===== src/rtl/biriscv_issue_scoreboard_pkg.sv =====
`default_nettype none
// ----------------------------------------------------------------------------
// biriscv_issue_scoreboard_pkg: instruction classes, shadow-entry layout and
// counter width. Option macro: BIRISCV_LOAD_BYPASS_EN.   Rev 1.0
// ----------------------------------------------------------------------------
package biriscv_issue_scoreboard_pkg;

  localparam int REG_IDX_W = 5;
  localparam int NUM_REGS  = 32;
  localparam int HAZ_CNT_W = 16;

  typedef enum logic [2:0] {
    CLS_ALU  = 3'd0,
    CLS_LOAD = 3'd1,
    CLS_MUL  = 3'd2,
    CLS_DIV  = 3'd3,
    CLS_CSR  = 3'd4
  } sb_class_e;

  typedef struct packed {
    logic                 valid;
    logic [REG_IDX_W-1:0] rd;
    sb_class_e            cls;
  } sb_entry_t;

  localparam sb_entry_t SB_ENTRY_EMPTY = '{valid: 1'b0, rd: '0, cls: CLS_ALU};

  // Whether a result of this class is still unavailable for bypass in E1/E2.
  function automatic logic class_blocks(input sb_class_e cls, input logic in_e1);
    logic blocks;
    blocks = 1'b0;
    if (in_e1) begin
      blocks = (cls == CLS_LOAD) || (cls == CLS_MUL) ||
               (cls == CLS_DIV)  || (cls == CLS_CSR);
    end else begin
`ifdef BIRISCV_LOAD_BYPASS_EN
      blocks = 1'b0;
`else
      blocks = (cls == CLS_LOAD) || (cls == CLS_MUL);
`endif
    end
    return blocks;
  endfunction

  // Stores travel as ALU with no destination; x0 is never tracked.
  function automatic sb_entry_t make_entry(
    input logic [REG_IDX_W-1:0] rd,
    input logic                 rd_valid,
    input logic                 lsu,
    input logic                 mul,
    input logic                 div,
    input logic                 csr
  );
    sb_entry_t ent;
    ent.valid = 1'b1;
    ent.rd    = (rd_valid && (rd != '0)) ? rd : '0;
    if (lsu) begin
      ent.cls = rd_valid ? CLS_LOAD : CLS_ALU;
    end else if (mul) begin
      ent.cls = CLS_MUL;
    end else if (div) begin
      ent.cls = CLS_DIV;
    end else if (csr) begin
      ent.cls = CLS_CSR;
    end else begin
      ent.cls = CLS_ALU;
    end
    return ent;
  endfunction

endpackage
`default_nettype wire


===== src/rtl/biriscv_issue_scoreboard_if.sv =====
`default_nettype none
// ----------------------------------------------------------------------------
// biriscv_issue_scoreboard_if: decoded-instruction issue bundle and its accept.
// Rev 1.0
// ----------------------------------------------------------------------------
interface biriscv_issue_scoreboard_if;
  import biriscv_issue_scoreboard_pkg::*;

  logic                 issue_valid_i;
  logic [REG_IDX_W-1:0] issue_ra_i;
  logic [REG_IDX_W-1:0] issue_rb_i;
  logic                 issue_ra_valid_i;
  logic                 issue_rb_valid_i;
  logic [REG_IDX_W-1:0] issue_rd_i;
  logic                 issue_rd_valid_i;
  logic                 issue_lsu_i;
  logic                 issue_mul_i;
  logic                 issue_div_i;
  logic                 issue_csr_i;
  logic                 issue_accept_o;

  modport master (
    output issue_valid_i, issue_ra_i, issue_rb_i, issue_ra_valid_i,
           issue_rb_valid_i, issue_rd_i, issue_rd_valid_i,
           issue_lsu_i, issue_mul_i, issue_div_i, issue_csr_i,
    input  issue_accept_o
  );

  modport slave (
    input  issue_valid_i, issue_ra_i, issue_rb_i, issue_ra_valid_i,
           issue_rb_valid_i, issue_rd_i, issue_rd_valid_i,
           issue_lsu_i, issue_mul_i, issue_div_i, issue_csr_i,
    output issue_accept_o
  );

endinterface
`default_nettype wire


===== src/rtl/biriscv_sb_hazard_cmp.sv =====
`default_nettype none
// ----------------------------------------------------------------------------
// biriscv_sb_hazard_cmp: one source operand against one shadow-pipe entry.
// Rev 1.0
// ----------------------------------------------------------------------------
module biriscv_sb_hazard_cmp
  import biriscv_issue_scoreboard_pkg::*;
#(
  parameter bit IS_E1 = 1'b1
) (
  input  logic                 src_valid_i,
  input  logic [REG_IDX_W-1:0] src_idx_i,
  input  sb_entry_t            entry_i,
  output logic                 hazard_o
);

  logic hit;

  always_comb begin
    hit      = src_valid_i && (src_idx_i != '0) && entry_i.valid &&
               (src_idx_i == entry_i.rd);
    hazard_o = hit && class_blocks(entry_i.cls, IS_E1);
  end

endmodule
`default_nettype wire


===== src/rtl/biriscv_issue_scoreboard.sv =====
`default_nettype none
// ----------------------------------------------------------------------------
// biriscv_issue_scoreboard: E1/E2 shadow pipe issue interlock with divider
// tracking. Option macro: BIRISCV_LOAD_BYPASS_EN.   Rev 1.0
// ----------------------------------------------------------------------------
module biriscv_issue_scoreboard
  import biriscv_issue_scoreboard_pkg::*;
(
  input  logic                      clk_i,
  input  logic                      rst_ni,
  biriscv_issue_scoreboard_if.slave issue,
  input  logic                      pipe_stall_i,
  input  logic                      squash_i,
  input  logic                      div_complete_i,
  output logic                      div_busy_o,
  output logic [NUM_REGS-1:0]       pending_o,
  output logic [HAZ_CNT_W-1:0]      hazard_stall_cnt_o
);

  sb_entry_t             e1_q, e1_d, e2_q, e2_d;
  sb_entry_t             new_entry;
  logic                  div_busy_q, div_busy_d;
  logic [HAZ_CNT_W-1:0]  stall_cnt_q, stall_cnt_d;

  sb_entry_t [1:0]                  entries;
  logic [1:0]                       src_valid;
  logic [1:0][REG_IDX_W-1:0]        src_idx;
  logic [1:0][1:0]                  src_hazard;
  logic                             hazard;
  logic                             div_conflict;
  logic                             div_in_pipe;
  logic                             accept;
  logic [NUM_REGS-1:0]              pending_vec;

  assign entries[0]  = e1_q;
  assign entries[1]  = e2_q;
  assign src_valid   = {issue.issue_rb_valid_i, issue.issue_ra_valid_i};
  assign src_idx[0]  = issue.issue_ra_i;
  assign src_idx[1]  = issue.issue_rb_i;

  for (genvar s = 0; s < 2; s++) begin : g_src
    for (genvar e = 0; e < 2; e++) begin : g_ent
      biriscv_sb_hazard_cmp #(
        .IS_E1 (e == 0)
      ) u_cmp (
        .src_valid_i (src_valid[s]),
        .src_idx_i   (src_idx[s]),
        .entry_i     (entries[e]),
        .hazard_o    (src_hazard[s][e])
      );
    end
  end

  always_comb begin
    hazard       = |src_hazard;
    div_conflict = issue.issue_div_i && div_busy_q;
    div_in_pipe  = (e1_q.valid && (e1_q.cls == CLS_DIV)) ||
                   (e2_q.valid && (e2_q.cls == CLS_DIV));
    // Reset gating keeps accept low even while the issue bundle is driven.
    accept       = rst_ni && issue.issue_valid_i && !pipe_stall_i &&
                   !squash_i && !hazard && !div_conflict;
    new_entry    = make_entry(issue.issue_rd_i, issue.issue_rd_valid_i,
                              issue.issue_lsu_i, issue.issue_mul_i,
                              issue.issue_div_i, issue.issue_csr_i);
  end

  assign issue.issue_accept_o = accept;

  always_comb begin
    pending_vec = '0;
    if (e1_q.valid && class_blocks(e1_q.cls, 1'b1)) begin
      pending_vec[e1_q.rd] = 1'b1;
    end
    if (e2_q.valid && class_blocks(e2_q.cls, 1'b0)) begin
      pending_vec[e2_q.rd] = 1'b1;
    end
    pending_vec[0] = 1'b0;
  end

  always_comb begin
    e1_d       = e1_q;
    e2_d       = e2_q;
    div_busy_d = div_busy_q;
    if (!pipe_stall_i) begin
      if (squash_i) begin
        e1_d = SB_ENTRY_EMPTY;
        e2_d = SB_ENTRY_EMPTY;
        if (div_in_pipe) begin
          div_busy_d = 1'b0;
        end
      end else begin
        if (accept) begin
          e1_d = new_entry;
        end else begin
          e1_d = SB_ENTRY_EMPTY;
        end
        e2_d = e1_q;
      end
      // A new divide accepted on the completion edge wins.
      if (div_complete_i) begin
        div_busy_d = 1'b0;
      end
      if (accept && issue.issue_div_i) begin
        div_busy_d = 1'b1;
      end
    end
  end

  always_comb begin
    stall_cnt_d = stall_cnt_q;
    if (issue.issue_valid_i && !pipe_stall_i && (hazard || div_conflict) &&
        !(&stall_cnt_q)) begin
      stall_cnt_d = stall_cnt_q + HAZ_CNT_W'(1);
    end
  end

  always_ff @(posedge clk_i or negedge rst_ni) begin
    if (!rst_ni) begin
      e1_q        <= SB_ENTRY_EMPTY;
      e2_q        <= SB_ENTRY_EMPTY;
      div_busy_q  <= 1'b0;
      stall_cnt_q <= '0;
    end else begin
      e1_q        <= e1_d;
      e2_q        <= e2_d;
      div_busy_q  <= div_busy_d;
      stall_cnt_q <= stall_cnt_d;
    end
  end

  assign div_busy_o         = div_busy_q;
  assign pending_o          = pending_vec;
  assign hazard_stall_cnt_o = stall_cnt_q;

endmodule
`default_nettype wire


===== src/flat_wrapper.sv =====
// flat-port wrapper written by rule: the top's interface ports become plain ports
module biriscv_issue_scoreboard_flat import biriscv_issue_scoreboard_pkg::*;
  (clk_i, rst_ni, pipe_stall_i, squash_i, div_complete_i, div_busy_o, pending_o, hazard_stall_cnt_o, issue_issue_valid_i, issue_issue_ra_i, issue_issue_rb_i, issue_issue_ra_valid_i, issue_issue_rb_valid_i, issue_issue_rd_i, issue_issue_rd_valid_i, issue_issue_lsu_i, issue_issue_mul_i, issue_issue_div_i, issue_issue_csr_i, issue_issue_accept_o);
  biriscv_issue_scoreboard_if issue_i ();
  input  logic clk_i;
  input  logic rst_ni;
  input  logic pipe_stall_i;
  input  logic squash_i;
  input  logic div_complete_i;
  output logic div_busy_o;
  output logic [NUM_REGS-1:0] pending_o;
  output logic [HAZ_CNT_W-1:0] hazard_stall_cnt_o;
  input wire logic [$bits(issue_i.issue_valid_i)-1:0] issue_issue_valid_i;
  input wire logic [$bits(issue_i.issue_ra_i)-1:0] issue_issue_ra_i;
  input wire logic [$bits(issue_i.issue_rb_i)-1:0] issue_issue_rb_i;
  input wire logic [$bits(issue_i.issue_ra_valid_i)-1:0] issue_issue_ra_valid_i;
  input wire logic [$bits(issue_i.issue_rb_valid_i)-1:0] issue_issue_rb_valid_i;
  input wire logic [$bits(issue_i.issue_rd_i)-1:0] issue_issue_rd_i;
  input wire logic [$bits(issue_i.issue_rd_valid_i)-1:0] issue_issue_rd_valid_i;
  input wire logic [$bits(issue_i.issue_lsu_i)-1:0] issue_issue_lsu_i;
  input wire logic [$bits(issue_i.issue_mul_i)-1:0] issue_issue_mul_i;
  input wire logic [$bits(issue_i.issue_div_i)-1:0] issue_issue_div_i;
  input wire logic [$bits(issue_i.issue_csr_i)-1:0] issue_issue_csr_i;
  output wire logic [$bits(issue_i.issue_accept_o)-1:0] issue_issue_accept_o;
  assign issue_i.issue_valid_i = issue_issue_valid_i;
  assign issue_i.issue_ra_i = issue_issue_ra_i;
  assign issue_i.issue_rb_i = issue_issue_rb_i;
  assign issue_i.issue_ra_valid_i = issue_issue_ra_valid_i;
  assign issue_i.issue_rb_valid_i = issue_issue_rb_valid_i;
  assign issue_i.issue_rd_i = issue_issue_rd_i;
  assign issue_i.issue_rd_valid_i = issue_issue_rd_valid_i;
  assign issue_i.issue_lsu_i = issue_issue_lsu_i;
  assign issue_i.issue_mul_i = issue_issue_mul_i;
  assign issue_i.issue_div_i = issue_issue_div_i;
  assign issue_i.issue_csr_i = issue_issue_csr_i;
  assign issue_issue_accept_o = issue_i.issue_accept_o;
  biriscv_issue_scoreboard u_core (.clk_i(clk_i), .rst_ni(rst_ni), .issue(issue_i), .pipe_stall_i(pipe_stall_i), .squash_i(squash_i), .div_complete_i(div_complete_i), .div_busy_o(div_busy_o), .pending_o(pending_o), .hazard_stall_cnt_o(hazard_stall_cnt_o));
endmodule

===== config.mk =====
export PLATFORM = sky130hd
export DESIGN_NAME = biriscv_issue_scoreboard_flat
export DESIGN_NICKNAME = d
export VERILOG_FILES = /design/src/rtl/biriscv_issue_scoreboard_pkg.sv /design/src/rtl/biriscv_issue_scoreboard_if.sv /design/src/rtl/biriscv_sb_hazard_cmp.sv /design/src/rtl/biriscv_issue_scoreboard.sv /design/src/flat_wrapper.sv
export SDC_FILE = /design/constraint.sdc
export NUM_CORES = 1
export LEC_CHECK = 0
export ABC_AREA = 1
export CAP_MARGIN = 15
export CORE_AREA = 5 5 104 67
export CTS_CLUSTER_SIZE = 24
export DETAILED_ROUTE_END_ITERATION = 8
export DIE_AREA = 0 0 109 72
export PLACE_DENSITY = 0.79
export SLEW_MARGIN = 20
export SYNTH_ARGS = -nofsm -noshare
export SYNTH_HDL_FRONTEND = slang
export SYNTH_SLANG_ARGS = --single-unit

===== constraint.sdc =====
create_clock -name clk_i -period 4.43 [get_ports clk_i]
set_input_delay 0.6645 -clock clk_i [delete_from_list [all_inputs] [get_ports clk_i]]
set_output_delay 0.6645 -clock clk_i [all_outputs]
set_load 0.01 [all_outputs]

==> results of run 1 <==
==> worst min-delay path, cell delays in order, from the launching register on <==
cell,delay (ps)
sky130_fd_sc_hd__dfrtp_1,400
sky130_fd_sc_hd__nand2_1,70
sky130_fd_sc_hd__nand2_1,50
==> final cells by class <==
type	count	area share, %
multi-input cells	340	46.17
flip-flops and latches	35	23.23
repair buffers	77	20.38
inverters	48	4.779
well taps	84	2.788
clock buffers	8	2.655
==> per-stage QoR <==
stage | utilization [%] | area, um2 | power (W) | instances | worst slack [ps]
2_1_floorplan | - | 2877 | 0.0004103 | 433 | 2153
3_3_place_gp | 62.01 | 3670 | 0.0004754 | 584 | 1121
3_5_place_dp | 62.01 | 3670 | 0.0004776 | 584 | 1044
4_1_cts | 63.70 | 3770 | 0.0007348 | 592 | 1038
5_1_grt | 63.70 | 3770 | 0.0007689 | 592 | 838.9
6_report | 63.70 | 3770 | 0.0007375 | 592 | 1036
==> logic make-up (layout without fill, tap and decap cells) <==
family	Yosys count	count (layout)	share of synthesized area [%]
other cells	1	1	0.1304
compound gates	50	50	9.961
fa+ha+maj	1	1	0.4349
flops	35	35	30.45
xor+xnor	20	20	6.090
simple gates	268	268	43.89
buf+inv	58	133	9.047
==> worst min-delay path by stage <==
stage	endpoint	slack (ps)	cells past startpoint
2_1_floorplan	u_core.div_busy_o	370	0
3_3_place_gp	u_core.e2_q[8]	520	2
3_5_place_dp	u_core.e2_q[8]	520	2
4_1_cts	u_core.e2_q[8]	540	2
5_1_grt	u_core.e2_q[8]	570	2
6_report	u_core.hazard_stall_cnt_o[15]	550	2
==> cells in the mapped netlist, types with 4 or more instances <==
cell                      number
sky130_fd_sc_hd__nand3_1      35
sky130_fd_sc_hd__nand2_1     132
sky130_fd_sc_hd__nor3_1        6
sky130_fd_sc_hd__xnor2_1       9
sky130_fd_sc_hd__dfrtp_1      35
sky130_fd_sc_hd__xor2_1       11
sky130_fd_sc_hd__nand4_1      26
sky130_fd_sc_hd__o21ai_0      34
sky130_fd_sc_hd__o22ai_1       9
sky130_fd_sc_hd__nor2_1       34
sky130_fd_sc_hd__inv_2        16
sky130_fd_sc_hd__buf_4         4
sky130_fd_sc_hd__inv_1        29
sky130_fd_sc_hd__nand2_2      21
==> per-layer routing <==
layer / vias up / wire [um] / share of wire (%)
li1: 1564 / - / -
met1: 1538 / 4651 / 49
met2: 172 / 3684 / 39
met3: 12 / 1011 / 11
met4: 0 / 79 / 0.84
met5: - / 0 / 0
==> power groups by stage <==
stage	Combinational, W	Sequential, W	Clock, W
finish	0.000124	0.000350	0.000264
global route	0.000139	0.000351	0.000279
CTS	0.000124	0.000349	0.000263
detailed placement	0.000123	0.000355	0
global placement	0.000121	0.000355	0
floorplan	0.0000599	0.000350	0
==> flip-flops by register name, indices dropped and copies added (netlist names) <==
| register | count |
|---|---|
| u_core.hazard_stall_cnt_o | 16 |
| u_core.e2_q | 9 |
| u_core.e1_q | 9 |
| u_core.div_busy_o | 1 |
==> run_results.csv, run 1 <==
group,metric,value,unit
clocking,cts_resized,0,
cells_and_area,layout.cells.most_common,"sky130_fd_sc_hd__nand2_1",
clocking,clk_latency,290,ps
floorplanning,pin_count,78,
global_route,global_route.overflow_total,0,
sta,setup_viol,0,
status,outcome,"finished clean",
cells_and_area,layout-drive-gt1-share,11.42,%
route,detailroute.via_count,3286,
yosys,async_reset_ff_share,100.0,%
yosys,synthDominantCellAreaShare,30.45,%
worst_setup_path,worst-path-max-fanout,19,
pwr,internal_power,0.0005271,W
sta,slew_viol_final,0,
cells_and_area,final_net_count,536,
global_route,grt_max_degree,36,
sta,period_utilization_post_route,76.62,%
placement,io_buffers,76,
sta,fin_skew,7.206,ps
clocking,cts.root.buffer_cell,"sky130_fd_sc_hd__clkbuf_8",
pwr,p_sw,0.0002104,W
floorplanning,die_y,72,um
global_route,global_route.usage.met2,31.22,%
clocking,hold_fix_buffer_count_after_cts,0,
clocking,post_cts.repair.setup_buffers,0,
worst_setup_path,crit_chain,"clkdlybuf4s50_1, inv_1, nand2_1, nand2_1, nand2_1, nor2_1, nand2_1, nand2_2, nand2_4, nand3_4, nor2_1, clkdlybuf4s50_1",
global_route,antenna_found_initial,0,
sta,fin_tns_setup,0,ps
worst_setup_path,timing_worst_setup_path_type,"in -> out",
yosys,synth.yosys.seq_area_share,30.45,%
worst_setup_path,timing.critical_path.mode_cell,"sky130_fd_sc_hd__nand2_1",
pwr,p_leak,1.661,nW
sta,max-slew-margin-rel,54.05,%
clocking,clkSinkCount,35,
floorplanning,floorplan.initialDensity,48.60,%
route,drt-initial-drc-count,303,
yosys,average_footprint_of_a_synthesized_cell,6.643,um2
cells_and_area,seq_area,875.8,um2
floorplanning,core_region_area,5918,um2
floorplanning,rows,22,
cells_and_area,fillerInstances,563,
worst_setup_path,startpoint,"issue_issue_ra_i[3]",
cells_and_area,layout_common_cells,"sky130_fd_sc_hd__nand2_1 (132), sky130_fd_sc_hd__clkdlybuf4s50_1 (76), sky130_fd_sc_hd__nand3_1 (35), sky130_fd_sc_hd__dfrtp_1 (35)",
clocking,worst_path_clk_slew,70,ps
yosys,yosys.area.top_type,"sky130_fd_sc_hd__dfrtp_1",
pwr,power.share.clock,35.7,%
worst_setup_path,critical_path_cell_count,12,
sta,worst_hold_slack,546.2,ps
worst_setup_path,critical_path.endpoint_type,"output port",
yosys,syn_inst,433,
yosys,synth_enable_flop_cells,0,
sta,rsz0062_at_grt,"no",
worst_setup_path,worst-r2r-cell-count,9,
pwr,power_switching_share,28.53,%
sta,max_slew.worst_pin.slew,686.7,ps
worst_hold_path,min-delay-start,"u_core.hazard_stall_cnt_o[15]",
worst_setup_path,worst_path_largest_cell_delay,550,ps
route,route.final.wire_length,9427,um
pwr,power.combinational.fraction,16.8,%
worst_setup_path,critPathSlowestCell,"sky130_fd_sc_hd__clkdlybuf4s50_1",
global_route,grt.met1_usage,40.39,%
global_route,grt.busiest_layer,"met1",
placement,hpwlAfterDp,7293,um
worst_setup_path,timing.critical_path.to,"issue_issue_accept_o",
cells_and_area,layout-area-overhead-vs-synth,31.06,%
clocking,htree_num_levels,2,
floorplanning,die_area,7848,um2
worst_setup_path,reg2reg_from,"u_core.hazard_stall_cnt_o[0]",
worst_setup_path,timing.critical_path.max_delay_family,"buffers and inverters",
yosys,mappedNetlistArea,2877,um2
global_route,grt_first_pass_wirelength,15360,um
clocking,cts.path.max_buffers,2,
yosys,synthesis.nets,462,
yosys,ys.warnings.count,0,
route,drt_first_pass_iters,7,
worst_setup_path,critical_path.n_buffers_inverters,3,
yosys,synth.distinct_cells,36,
sta,finalWorstPathRequiredPeriod,3394,ps
worst_setup_path,worst_r2r_dst,"u_core.hazard_stall_cnt_o[14]",
floorplanning,fp.dieW,109,um
pwr,vdd.ir_drop.worst,0.2319,mV
route,drc,0,
clocking,clock_tree_from_tritoncts,"built",
pwr,power_frac_seq,47.4,%
cells_and_area,num_antenna_cells,0,
global_route,gr-usage-met3,7.111,%
worst_setup_path,critical_path_required,3770,ps
worst_setup_path,cp_data_arrival_time,2730,ps
clocking,tritoncts.num_buffers,5,
worst_setup_path,worst_setup_path_start_kind,"input pin",
cells_and_area,multi_input_comb_area,1740,um2
sta,clock.fmax,294.6,MHz
route,route.detailed.wl_per_inst,15.92,um
worst_setup_path,regToRegSetupSlack,2320,ps
route,vias_per_cell,5.551,
global_route,number_of_global_route_vias_before_repair,3030,
global_route,global_route.usage.total,24.77,%
placement,place.gp.congestion,0.9473,
route,ant_nets,0,
yosys,ys.flop_type,"sky130_fd_sc_hd__dfrtp_1",
sta,hold_viol_final,0,
worst_hold_path,hold_path.class,"reg -> reg",
yosys,yosys-top-cells-area,"sky130_fd_sc_hd__dfrtp_1 (30%), sky130_fd_sc_hd__nand2_1 (17%), sky130_fd_sc_hd__nand3_1 (6.1%)",
run,cap_violations,0,
yosys,yosys_register_bits,35,
pwr,power.density,195.6,nW/um2
Note: power is estimated with default switching activity, not from simulation.
==> run 2, diff against run 1 <==
- CORE_AREA: 5 5 104 67 -> 5 5 111 71
- DIE_AREA: 0 0 109 72 -> 0 0 116 76
- PLACE_DENSITY: 0.79 -> 0.73
- clock period: 4.43 -> 2.9 ns (I/O delays scaled with it)
==> run_results.csv, run 2 (synthesis gave the netlist of run 1 again) <==
group,metric,value,unit
global_route,grt_first_pass_wirelength,16460,um
sta,slew_viol_final,0,
global_route,grt.busiest_layer,"met1",
sta,max_slew.worst_pin.slew,663.3,ps
clocking,hold_fix_buffer_count_after_cts,0,
clocking,post_cts.repair.setup_buffers,0,
floorplanning,die_y,76,um
global_route,gr-usage-met3,5.873,%
sta,max-slew-margin-rel,55.62,%
worst_setup_path,worst_setup_path_start_kind,"flip-flop",
worst_hold_path,hold_path.class,"reg -> reg",
floorplanning,core_region_area,6907,um2
route,ant_nets,0,
global_route,global_route.usage.met2,30.20,%
global_route,antenna_found_initial,0,
placement,dpl.cell_count,596,
route,vias_per_cell,5.498,
cells_and_area,finish.cell_count_without_fillers,602,
placement,hpwlAfterDp,7703,um
global_route,global_route.overflow_total,0,
route,route.final.wire_length,9804,um
clocking,htree_num_levels,2,
sta,clock.fmax,358.8,MHz
route,detailroute.via_count,3310,
placement,io_buffers,76,
cells_and_area,fillerInstances,674,
cells_and_area,layout.core_utilization,55.74,%
placement,placed_cell_area,3716,um2
sta,fin_skew,5.053,ps
worst_setup_path,critical_path_required,2470,ps
cells_and_area,postLayoutCellArea,3850,um2
clocking,worst_path_clk_slew,50,ps
pwr,vdd.ir_drop.worst,0.2466,mV
floorplanning,pin_count,78,
cells_and_area,largest_register_ffs,16,
clocking,clkSinkCount,35,
cells_and_area,layout-drive-gt1-share,12.13,%
cells_and_area,multi_input_comb_area,1743,um2
sta,rsz0062_at_grt,"no",
sta,fin_tns_setup,0,ps
placement,place.gp.congestion,1.009,
floorplanning,die_area,8816,um2
clocking,cts.root.buffer_cell,"sky130_fd_sc_hd__clkbuf_16",
cells_and_area,layout-area-overhead-vs-synth,33.84,%
clocking,cts.path.max_buffers,2,
worst_setup_path,cp_data_arrival_time,2350,ps
run,cap_violations,0,
global_route,grt_max_degree,36,
global_route,grt.met1_usage,36.79,%
floorplanning,rows,24,
sta,hold_viol_final,0,
floorplanning,floorplan.initialDensity,41.65,%
cells_and_area,seq_area,875.8,um2
floorplanning,fp.dieW,116,um
global_route,number_of_global_route_vias_before_repair,3093,
clocking,clock_tree_from_tritoncts,"built",
cells_and_area,layout.cells.most_common,"sky130_fd_sc_hd__nand2_1",
clocking,tritoncts.num_buffers,5,
route,drc,0,
cells_and_area,layout_common_cells,"sky130_fd_sc_hd__nand2_1 (132), sky130_fd_sc_hd__clkdlybuf4s50_1 (75), sky130_fd_sc_hd__nand3_1 (35), sky130_fd_sc_hd__dfrtp_1 (35), sky130_fd_sc_hd__o21ai_0 (34)",
worst_setup_path,critical_path.endpoint_type,"output port",
sta,finalWorstPathRequiredPeriod,2787,ps
status,outcome,"finished clean",
pwr,power.density,319.0,nW/um2
pwr,p_leak,1.716,nW
route,drt-initial-drc-count,333,
cells_and_area,num_antenna_cells,0,
worst_setup_path,worst-path-max-fanout,7,
clocking,cts_resized,0,
worst_setup_path,timing_worst_setup_path_type,"reg -> out",
sta,setup_viol,0,
global_route,global_route.usage.total,23.05,%
route,drt_first_pass_iters,5,
clocking,clk_latency,280,ps
route,route.detailed.wl_per_inst,16.29,um
cells_and_area,final_net_count,541,
sta,period_utilization_post_route,96.12,%
## run 2: cell types whose count changed in the layout (fill, tap and decap cells not counted), sizes merged
cell,delta
buf,+5
dlymetal6s2s,+1
clkbuf,-2
clkdlybuf4s50,-1
## run 2: cell type report
cell class / instances / share of cell area [%]
inverter: 48 / 4.680
timing repair buffer: 82 / 20.99
sequential: 35 / 22.75
tap: 91 / 2.957
multi-input combinational: 340 / 45.27
clock buffer: 6 / 3.347
## run 2: routing by layer
layer  wire length (um)  vias to the layer above
met5                  0                        -
met4                165                        0
met3                938                       15
met2               3918                      177
met1               4782                     1539
li1                   -                     1579
## run 2: path summary, 6_finish.rpt
check / startpoint / end / slack (ps) / cells past startpoint
setup / recovery: u_core.e1_q[1] / pending_o[22] / 110 / 8
hold / removal: u_core.hazard_stall_cnt_o[15] / u_core.hazard_stall_cnt_o[15] / 540 / 2
setup reg to reg: u_core.e1_q[5] / u_core.hazard_stall_cnt_o[9] / 820 / 12
hold reg to reg: u_core.hazard_stall_cnt_o[15] / u_core.hazard_stall_cnt_o[15] / 540 / 2
max in group asynchronous: rst_ni / u_core.e2_q[2] / 1900 / 2
min in group asynchronous: rst_ni / u_core.hazard_stall_cnt_o[1] / 660 / 2
## run 2: worst max-delay path: stages (launching register included)
cell and delay [ps]:
sky130_fd_sc_hd__dfrtp_1 450, sky130_fd_sc_hd__o21ai_2 200, sky130_fd_sc_hd__nand3_4 140, sky130_fd_sc_hd__nor2_1 120
sky130_fd_sc_hd__inv_1 120, sky130_fd_sc_hd__nor2_1 260, sky130_fd_sc_hd__nand2_1 90, sky130_fd_sc_hd__o21ai_0 110
sky130_fd_sc_hd__clkdlybuf4s50_1 580
## run 2: report_power, final
part | switching [W] | total [W] | internal (W)
Clock | 0.000190 | 0.000499 | 0.000309
Sequential | 0.0000291 | 0.000534 | 0.000505
Combinational | 0.000108 | 0.000196 | 0.0000877
Total | 0.000327 | 0.00123 | 0.000901
## run 2: metrics by stage
stage,setup WS [ps],hold slack (ps),power (W)
after floorplan,1042,139.4,0.0006268
after global placement,206.8,505.7,0.0007286
after detailed placement,165.4,514.1,0.0007334
after CTS,151.2,544.6,0.001230
after global routing,18.26,560.5,0.001278
final,112.6,540.3,0.001228
